### src/rtl/jt900h_intc.sv
// jt900h_intc: eight-source, edge-triggered interrupt controller with
// per-source enable, 3-bit priority level and a programmable vector base.
// The CPU bus inserts exactly one wait state per access.
module jt900h_intc (
  input  logic        rst,
  input  logic        clk,
  input  logic        cen,
  input  logic        cs,
  input  logic [2:0]  addr,
  input  logic [15:0] din,
  output logic [15:0] dout,
  input  logic [1:0]  we,
  input  logic        rd,
  output logic        busy,
  input  logic [7:0]  src,
  output logic        irq,
  input  logic        irq_ack,
  output logic [2:0]  int_lvl,
  output logic [7:0]  int_addr
);

  localparam int unsigned NSRC = 8;
  localparam int unsigned LW   = 3;
  localparam int unsigned DW   = 16;
  localparam int unsigned IW   = 3;
  localparam int unsigned VW   = 8;

  localparam logic [2:0] A_PEND  = 3'd0;
  localparam logic [2:0] A_EN    = 3'd1;
  localparam logic [2:0] A_LVLLO = 3'd2;
  localparam logic [2:0] A_LVLHI = 3'd3;
  localparam logic [2:0] A_VBASE = 3'd4;
  localparam logic [2:0] A_STAT  = 3'd5;

  // Registered state
  logic                       ack_q,     ack_d;
  logic [DW-1:0]              dout_q,    dout_d;
  logic [NSRC-1:0]            pend_q,    pend_d;
  logic [NSRC-1:0]            en_q,      en_d;
  logic [NSRC-1:0][LW-1:0]    lvl_q,     lvl_d;
  logic [2:0]                 vbase_q,   vbase_d;
  logic [IW-1:0]              svc_idx_q, svc_idx_d;
  logic [LW-1:0]              svc_lvl_q, svc_lvl_d;
  logic [NSRC-1:0]            src_q,     src_d;
  logic [NSRC-1:0]            edge_q,    edge_d;
  logic                       first_q,   first_d;
  logic                       irq_q,     irq_d;
  logic [LW-1:0]              int_lvl_q, int_lvl_d;
  logic [VW-1:0]              int_addr_q, int_addr_d;

  // Combinational helpers
  logic                       access_c;
  logic                       commit_c;
  logic                       wr_lo_c;
  logic                       wr_hi_c;
  logic [DW-1:0]              rdata_c;
  logic                       ack_hit_c;
  logic [IW-1:0]              out_idx_c;
  logic [NSRC-1:0]            ack_mask_c;
  logic [NSRC-1:0]            clr_c;
  logic [NSRC-1:0]            cand_c;
  logic                       win_vld_c;
  logic [IW-1:0]              win_idx_c;
  logic [LW-1:0]              win_lvl_c;
  logic                       unused_c;

  // Bus handshake: one wait state until ack_q is set, commit on the next cen
  always_comb begin
    access_c = cs & (rd | (|we));
    busy     = access_c & ~ack_q;
    commit_c = access_c & ack_q;
    wr_lo_c  = commit_c & we[0];
    wr_hi_c  = commit_c & we[1];
    ack_d    = access_c;
  end

  // Read data multiplexer
  always_comb begin
    rdata_c = '0;
    case (addr)
      A_PEND:  rdata_c = {8'h00, pend_q};
      A_EN:    rdata_c = {8'h00, en_q};
      A_LVLLO: rdata_c = {1'b0, lvl_q[3], 1'b0, lvl_q[2], 1'b0, lvl_q[1], 1'b0, lvl_q[0]};
      A_LVLHI: rdata_c = {1'b0, lvl_q[7], 1'b0, lvl_q[6], 1'b0, lvl_q[5], 1'b0, lvl_q[4]};
      A_VBASE: rdata_c = {8'h00, vbase_q, 5'b00000};
      A_STAT:  rdata_c = {8'h00, irq_q, svc_idx_q, svc_lvl_q, 1'b0};
      default: rdata_c = '0;
    endcase
    dout_d = commit_c ? rdata_c : dout_q;
  end

  // Configuration register writes, honouring byte enables
  always_comb begin
    en_d    = en_q;
    lvl_d   = lvl_q;
    vbase_d = vbase_q;
    if (wr_lo_c && addr == A_EN) begin
      en_d = din[7:0];
    end
    if (wr_lo_c && addr == A_LVLLO) begin
      lvl_d[0] = din[2:0];
      lvl_d[1] = din[6:4];
    end
    if (wr_hi_c && addr == A_LVLLO) begin
      lvl_d[2] = din[10:8];
      lvl_d[3] = din[14:12];
    end
    if (wr_lo_c && addr == A_LVLHI) begin
      lvl_d[4] = din[2:0];
      lvl_d[5] = din[6:4];
    end
    if (wr_hi_c && addr == A_LVLHI) begin
      lvl_d[6] = din[10:8];
      lvl_d[7] = din[14:12];
    end
    if (wr_lo_c && addr == A_VBASE) begin
      vbase_d = din[7:5];
    end
  end

  // Edge detection; the first cen cycle after reset only primes src_q
  always_comb begin
    src_d   = src;
    edge_d  = first_q ? '0 : (src & ~src_q);
    first_d = 1'b0;
  end

  // Pending bits: write-1-clear and acknowledge clear, a new edge always wins
  always_comb begin
    ack_hit_c  = irq_ack & irq_q;
    out_idx_c  = int_addr_q[4:2];
    ack_mask_c = ack_hit_c ? (8'd1 << out_idx_c) : 8'h00;
    clr_c      = ack_mask_c;
    if (wr_lo_c && addr == A_PEND) begin
      clr_c = clr_c | din[7:0];
    end
    pend_d = (pend_q & ~clr_c) | edge_q;
  end

  // Arbitration: highest level wins, lowest index breaks ties
  always_comb begin
    win_vld_c = 1'b0;
    win_idx_c = '0;
    win_lvl_c = '0;
    for (int unsigned i = 0; i < NSRC; i++) begin
      cand_c[i] = pend_q[i] & en_q[i] & (lvl_q[i] != '0) & ~ack_mask_c[i];
    end
    for (int unsigned i = 0; i < NSRC; i++) begin
      if (cand_c[i] && lvl_q[i] > win_lvl_c) begin
        win_vld_c = 1'b1;
        win_idx_c = IW'(i);
        win_lvl_c = lvl_q[i];
      end
    end
  end

  // Interrupt outputs and service latch
  always_comb begin
    irq_d      = win_vld_c;
    int_lvl_d  = win_vld_c ? win_lvl_c : '0;
    int_addr_d = win_vld_c ? {vbase_q, win_idx_c, 2'b00} : int_addr_q;
    svc_idx_d  = svc_idx_q;
    svc_lvl_d  = svc_lvl_q;
    if (ack_hit_c) begin
      svc_idx_d = out_idx_c;
      svc_lvl_d = int_lvl_q;
    end
  end

  // State registers: reset overrides cen, otherwise advance only on cen
  always_ff @(posedge clk) begin
    if (rst) begin
      ack_q      <= 1'b0;
      dout_q     <= '0;
      pend_q     <= '0;
      en_q       <= '0;
      lvl_q      <= '0;
      vbase_q    <= '0;
      svc_idx_q  <= '0;
      svc_lvl_q  <= '0;
      src_q      <= '0;
      edge_q     <= '0;
      first_q    <= 1'b1;
      irq_q      <= 1'b0;
      int_lvl_q  <= '0;
      int_addr_q <= '0;
    end else if (cen) begin
      ack_q      <= ack_d;
      dout_q     <= dout_d;
      pend_q     <= pend_d;
      en_q       <= en_d;
      lvl_q      <= lvl_d;
      vbase_q    <= vbase_d;
      svc_idx_q  <= svc_idx_d;
      svc_lvl_q  <= svc_lvl_d;
      src_q      <= src_d;
      edge_q     <= edge_d;
      first_q    <= first_d;
      irq_q      <= irq_d;
      int_lvl_q  <= int_lvl_d;
      int_addr_q <= int_addr_d;
    end
  end

  // Data bits that map to no register field
  assign unused_c = ^{din[15], din[11]};

  assign dout     = dout_q;
  assign irq      = irq_q;
  assign int_lvl  = int_lvl_q;
  assign int_addr = int_addr_q;

endmodule

### config.mk
export PLATFORM = sky130hd
export DESIGN_NAME = jt900h_intc
export DESIGN_NICKNAME = d
export VERILOG_FILES = /design/src/rtl/jt900h_intc.sv
export SDC_FILE = /design/constraint.sdc
export NUM_CORES = 1
export LEC_CHECK = 0
export ABC_AREA = 0
export CORE_MARGIN = 5
export CORE_UTILIZATION = 30
export CTS_BUF_LIST = sky130_fd_sc_hd__clkbuf_16
export DETAILED_ROUTE_END_ITERATION = 6
export GPL_TIMING_DRIVEN = 1
export PLACE_DENSITY = 0.49
export SKIP_LAST_GASP = 1
export SYNTH_ARGS = -nofsm -noshare
export SYNTH_HDL_FRONTEND = slang
export SYNTH_SLANG_ARGS = --single-unit
### constraint.sdc
create_clock -name clk -period 13.1 [get_ports clk]
set_input_delay 1.31 -clock clk [delete_from_list [all_inputs] [get_ports clk]]
set_output_delay 1.31 -clock clk [all_outputs]
set_load 0.005 [all_outputs]
# --- After elaboration in Yosys (flattened, before gate mapping) ---
# Index checks and enable logic that the tools add are counted.
word_totals:
  ff_bits: 93
  latchBits: 0
  ram_bits: 0
  rom_bits: 0
  inputBits: 35
  out_inout_bits: 29
  word_cells: 143
  memories: 0
classes:
  add_sub_neg: 0
  mul: 0
  div: 0
  n_lt_le_gt_ge: 8
  eq_ne: 5
  shifts: 1
  n_mux: 28
  bitwise_logic: 46
  reduce_logical: 34
ops:
  columns: ["operator", "count"]
  rows:
  - ["$pmux W15 S6", 1]
  - ["$mux W3", 15]
  - ["$and A1 B1 Y1", 30]
  - ["$mux W8", 3]
  - ["$reduce_bool A3 Y1", 8]
  - ["$gt A3 B3 Y1", 7]
  - ["$reduce_and A2 Y1", 9]
  - ["$and A8 B8 Y8", 2]
  - ["$not A8 Y8", 2]
  - ["$or A8 B8 Y8", 2]
  - ["$logic_and A1 B1 Y1", 15]
  - ["$mux W1", 9]
  - ["$not A1 Y1", 9]
  - ["$shl A1 B3 Y8 const A", 1]
  - ["$eq A3 B2 Y1 const B", 2]
  - ["$eq A3 B3 Y1 const B", 2]
  - ["$eq A3 B1 Y1 const B", 1]
  - ["$gt A3 B1 Y1 const B", 1]
  - ["$logic_not A3 Y1", 1]
  - ["$reduce_or A2 Y1", 1]
  - ["$or A1 B1 Y1", 1]

# --- Longest topological paths before layout ---
logic_depth:
  depth_word: 28
  depth_mapped: 58
  mapped_depth_nobuf: 56

# --- Least setup slack after synthesis ---
# No wires, ideal clock.
synth_path:
  kind: "input to register"
  from: "input port irq_ack"
  to: "register int_addr_q[5] (netlist: int_addr[5])"
  setup_ns: 0.128
  arrival_ns: 11.576
  required_ns: 12.972
  slack_ns: 1.396
  stages: 52
  path_buffers: 1
  cell_sequence: "nand4bb_4 o211a_1 and2_1 ha_1 and3_1 nor3_1 nand3_1 o21ai_0 ha_1 or2_2 a311o_1 a31oi_2 mux2_2 ha_1 nor2_1 and2_1 a31oi_1 o31a_1 (+16 left out) a211oi_4 mux2i_1 ha_1 a21o_1 a21oi_1 nor4_1 inv_1 a31o_1 ha_1 nor2b_1 o21a_1 o21ai_0 a311oi_1 nor2_1 a41oi_2 buf_6 mux2i_1 nor2_1"
synth_via:
  elab_chain_len: 28
  word_cells_on_any_way: 49
  cone_classes: "order compare: 7; mux: 16; bitwise: 17; reduce/logical: 9"
synth_lines:
  columns: ["item", "line", "text"]
  rows:
  - ["from (decl)", "17", "input logic irq_ack,"]
  - ["$and A1 B1 Y1 *", "130", "ack_hit_c = irq_ack & irq_q;"]
  - ["$mux W8 *", "132", "ack_mask_c = ack_hit_c ? (8'd1 << out_idx_c) : 8'h00;"]
  - ["$not A1 Y1", "146", "cand_c[i] = pend_q[i] & en_q[i] & (lvl_q[i] != '0) & ~ack_mask_c[i];"]
  - ["$and A1 B1 Y1", "146", null]
  - ["$logic_and A1 B1 Y1", "149", "if (cand_c[i] && lvl_q[i] > win_lvl_c) begin"]
  - ["$mux W3", "149", null]
  - ["$gt A3 B3 Y1", "149", null]
  - ["$logic_and A1 B1 Y1", "149", null]
  - ["(+12 left out)", null, null]
  - ["$mux W3", "149", null]
  - ["$gt A3 B3 Y1", "149", null]
  - ["$logic_and A1 B1 Y1", "149", null]
  - ["$mux W3", "149", null]
  - ["$gt A3 B3 Y1", "149", null]
  - ["$logic_and A1 B1 Y1", "149", null]
  - ["$mux W1 *", "149", null]
  - ["$reduce_and A2 Y1 (no source line) *", null, null]
  - ["to (signal assigned)", "201", "int_addr_q <= int_addr_d;"]
  - ["to (decl)", "49", "logic [VW-1:0] int_addr_q, int_addr_d;"]
# Mark *: on every way between the ends. The rest lies on a longest branch, timed or not.
# A chain may end at the register's enable or synchronous reset.

# --- Final worst setup path ---
# Same ends and word-level chain as after synthesis.

==> flow_metrics.env <==
export IMPL_synthCells=572
export IMPL_dp_slack_ns=0.0386
export IMPL_ys_warn_count=0
export IMPL_cts_hold_fix_buffers=0
export IMPL_rows=47
export IMPL_avgRoutedWirePerCell_microns=17.2
export IMPL_route_final_wire_length_microns=14500
export IMPL_internal_power_uw=463
export IMPL_syn_to_final_growth_pct=22.0
export IMPL_ys_top_cells_by_count="nor2_1, dfxtp_1, mux2i_1"
export IMPL_overflow=0
export IMPL_setup_viol=0
export IMPL_nets=667
export IMPL_hold_slack_ns=0.473
export IMPL_cp_start_kind="primary input"
export IMPL_drv_slew=0
export IMPL_pwr_share_clk_pct=46.2
export IMPL_ios=64
export IMPL_multi_input_area_sq_mm=0.00289
export IMPL_die_area_sq_mm=0.0191
export IMPL_maxCapViolations=0
export IMPL_crit_path_max_incr_delay_ns=0.62
export IMPL_r2r_slack_ns=1.60
export IMPL_portBuffers=57
export IMPL_crit_required_ns=13.30
export IMPL_synth_main_ff_cell="dfxtp_1"
export IMPL_skew_ns=0.00487
export IMPL_rr_worst_depth=53
export IMPL_htreeDepth=3
export IMPL_cpLargestDelayFamily="compound AO/OA/AOI/OAI gates"
export IMPL_n_fill_cell=1750
export IMPL_hold_viol=0
export IMPL_switching_share_pct=22.5
export IMPL_die_h_microns=138
export IMPL_synth_cell_types=65
export IMPL_drt_iter0_drc=267
export IMPL_synth_area_sq_mm=0.00494
export IMPL_fin_ws_ns=0.629
export IMPL_vias=4364
export IMPL_busiest_layer="met2"
export IMPL_path_depth=54
export IMPL_core_sq_mm=0.0163
export IMPL_critPathSlowestCell="clkdlybuf4s50_1"
export IMPL_track_usage_pct=14.9
export IMPL_startpoint="irq_ack"
export IMPL_worst_slew_pin_transition_ns=0.983
export IMPL_ant_nets=0
export IMPL_path_clk_slew_ns=0.06
export IMPL_viasPerCell=5.17
export IMPL_hpwl_microns=10700
export IMPL_start_util_pct=30.2
export IMPL_gr_usage_met1_pct=20.5
export IMPL_clk_latency_ns=0.34
export IMPL_status="finished clean"
export IMPL_synth_top_area_cell="dfxtp_1"
export IMPL_post_route_min_period_ns=12.47
export IMPL_crit_type="in -> reg"
export IMPL_power_uw=597
export IMPL_antenna_found_initial=0
export IMPL_ys_seq_elements=91
export IMPL_power_density_mw_per_mm2=99.1
export IMPL_synth_compound_gate_area_share_pct=19.0
export IMPL_path_buf_inv=5
export IMPL_synth_most_common_cell="nor2_1"
export IMPL_seq_area_sq_mm=0.00182
export IMPL_p_comb_share_pct=6.4
export IMPL_synth_seq_area_share_pct=36.9
export IMPL_synth_top_family_by_area="simple AND/OR/NAND/NOR gates"
export IMPL_grt_pass1_wl_microns=22900
export IMPL_drt_first_pass_iters=4
export IMPL_cts_sinks=91
export IMPL_met2_usage_pct=23.6
export IMPL_drive_above_1_share_pct=7.37
export IMPL_r2r_start="int_addr[3]"
export IMPL_cts_made_buffers=9
export IMPL_synthAdderAreaFrac_pct=3.29
export IMPL_synth_area_leaders="dfxtp_1, mux2i_1, nor2_1"
export IMPL_p_sw_uw=134
export IMPL_synth_top_area_share_pct=36.9
export IMPL_drcViolationCount=0
export IMPL_power_leakage_nw=2.30
export IMPL_synthArstFlopShare_pct=0
export IMPL_timing_slew_headroom_pct=34.5
export IMPL_diodes=0
export IMPL_clockBufferDepth=2
export IMPL_worstPathArrival_ns=12.67
export IMPL_seqPwrFrac_pct=47.5
export IMPL_synth_edf_count=0
export IMPL_grt_max_degree=94
export IMPL_synthMuxAreaShare_pct=15.6
export IMPL_critPathMaxFanout=9
export IMPL_cpMostUsedCell="ha_1"
export IMPL_gp_congestion=0.826
export IMPL_syn_area_per_cell_sq_um=8.63
export IMPL_worstReg2RegEnd="int_addr[5]"
export IMPL_dpl_cell_count=826
export IMPL_dieWidth_microns=138
export IMPL_grt_pass1_vias=4206
export IMPL_max_freq_mhz=80.2
export IMPL_fin_cells=844
export IMPL_crit_end="int_addr[5]"
export IMPL_clock_root_buffer="clkbuf_16"
export IMPL_endpoint_kind="register"
export IMPL_irDropWorstVdd_v=0.0000634
export IMPL_tritoncts="built"
export IMPL_met3_usage_pct=2.66
export IMPL_tns_ns=0
export IMPL_hp_class="reg -> reg"
export IMPL_finalCritPeriodShare_pct=95.2
export IMPL_synth_xor_area_share_pct=0
export IMPL_synthSimpleGateAreaFrac_pct=20.2
==> sequential cells by signal (all words and copies together), names as in the netlist, 6 cells and up <==
signal / flops
pend_q: 8
en_q: 8
dout: 14
int_addr: 6
lvl_q: 24
edge_q: 8
src_q: 8
==> metal layers <==
metal | vias up | share of wire, %
met5 | - | 0
met4 | 0 | 1.9
met3 | 21 | 3.7
met2 | 93 | 47
met1 | 2089 | 48
li1 | 2161 | -
==> worst min path at each step <==
stage | startpoint | end | slack (ns) | depth (start not counted)
3_3_place_gp | edge_q[1] | pend_q[1] | 0.46 | 2
3_5_place_dp | edge_q[1] | pend_q[1] | 0.47 | 2
6_report | edge_q[1] | pend_q[1] | 0.47 | 2
5_1_grt | edge_q[1] | pend_q[1] | 0.50 | 2
2_1_floorplan | edge_q[1] | pend_q[1] | 0.45 | 2
4_1_cts | edge_q[1] | pend_q[1] | 0.48 | 2
==> final cells by class <==
cell class / count / share of cell area, %
clock buffer: 9 / 3.74
inverter: 17 / 1.06
timing repair buffer: 68 / 11.0
multi-input combinational: 432 / 48.0
sequential: 91 / 30.2
tap: 220 / 4.57
clock inverter: 7 / 1.41
==> worst register-to-register path, delay by kind of cell (launching register included) <==
kind                     cells  cell delay [ns]
adder cells (fa/ha/maj)      7             1.76
AO/OA/AOI/OAI               18             4.03
multiplexers                 5             1.57
AND/OR/NAND/NOR             19             2.82
flip-flops                   1             0.63
buffers and inverters        4             0.52
==> timing repair <==
action                     CTS  global route
setup endpoints to repair    0             9
gates resized for setup      0             3
buffers inserted             0             2
==> cell families after synthesis <==
family,count (synthesis)
buffers and inverters,52
and+or+nand+nor,214
AOI/OAI and AO/OA,128
muxes,73
other,1
adders and majority gates,13
DFF,91
==> layout by cell type, fill, tap and decap left out, drive strengths merged, types with 4 or more instances in the layout <==
| master | synthesis | layout |
|---|---|---|
| nor4b | 8 | 8 |
| nor3b | 6 | 6 |
| dfxtp | 91 | 91 |
| conb | 1 | 4 |
| nor3 | 14 | 14 |
| o31a | 4 | 4 |
| o21ai | 19 | 19 |
| o221ai | 5 | 5 |
| clkdlybuf4s50 | 0 | 56 |
| o211ai | 4 | 4 |
| inv | 16 | 20 |
| nand3 | 16 | 16 |
| a311oi | 4 | 4 |
| a21o | 5 | 5 |
| a31oi | 6 | 6 |
| and3 | 7 | 7 |
| nor2 | 108 | 108 |
| mux2i | 67 | 67 |
| a21oi | 42 | 42 |
| clkbuf | 22 | 9 |
| a22oi | 11 | 11 |
| buf | 13 | 12 |
| ha | 13 | 13 |
| nand2 | 37 | 37 |
==> power by group through the flow <==
stage / Clock, mW / Sequential (mW) / Combinational, mW
after detailed placement: 0 / 0.290 / 0.0380
after floorplan: 0 / 0.288 / 0.0209
after global placement: 0 / 0.289 / 0.0377
after global routing: 0.295 / 0.284 / 0.0414
final: 0.276 / 0.283 / 0.0380
after CTS: 0.283 / 0.283 / 0.0382
==> metrics by stage <==
step	area [sq um]	utilization, %
floorplan	4950	-
global route	6030	36.9
finish	6030	36.9
global placement	5690	34.8
detailed placement	5690	34.8
CTS	6000	36.7
No activity file was read; power rests on OpenSTA's default activity.
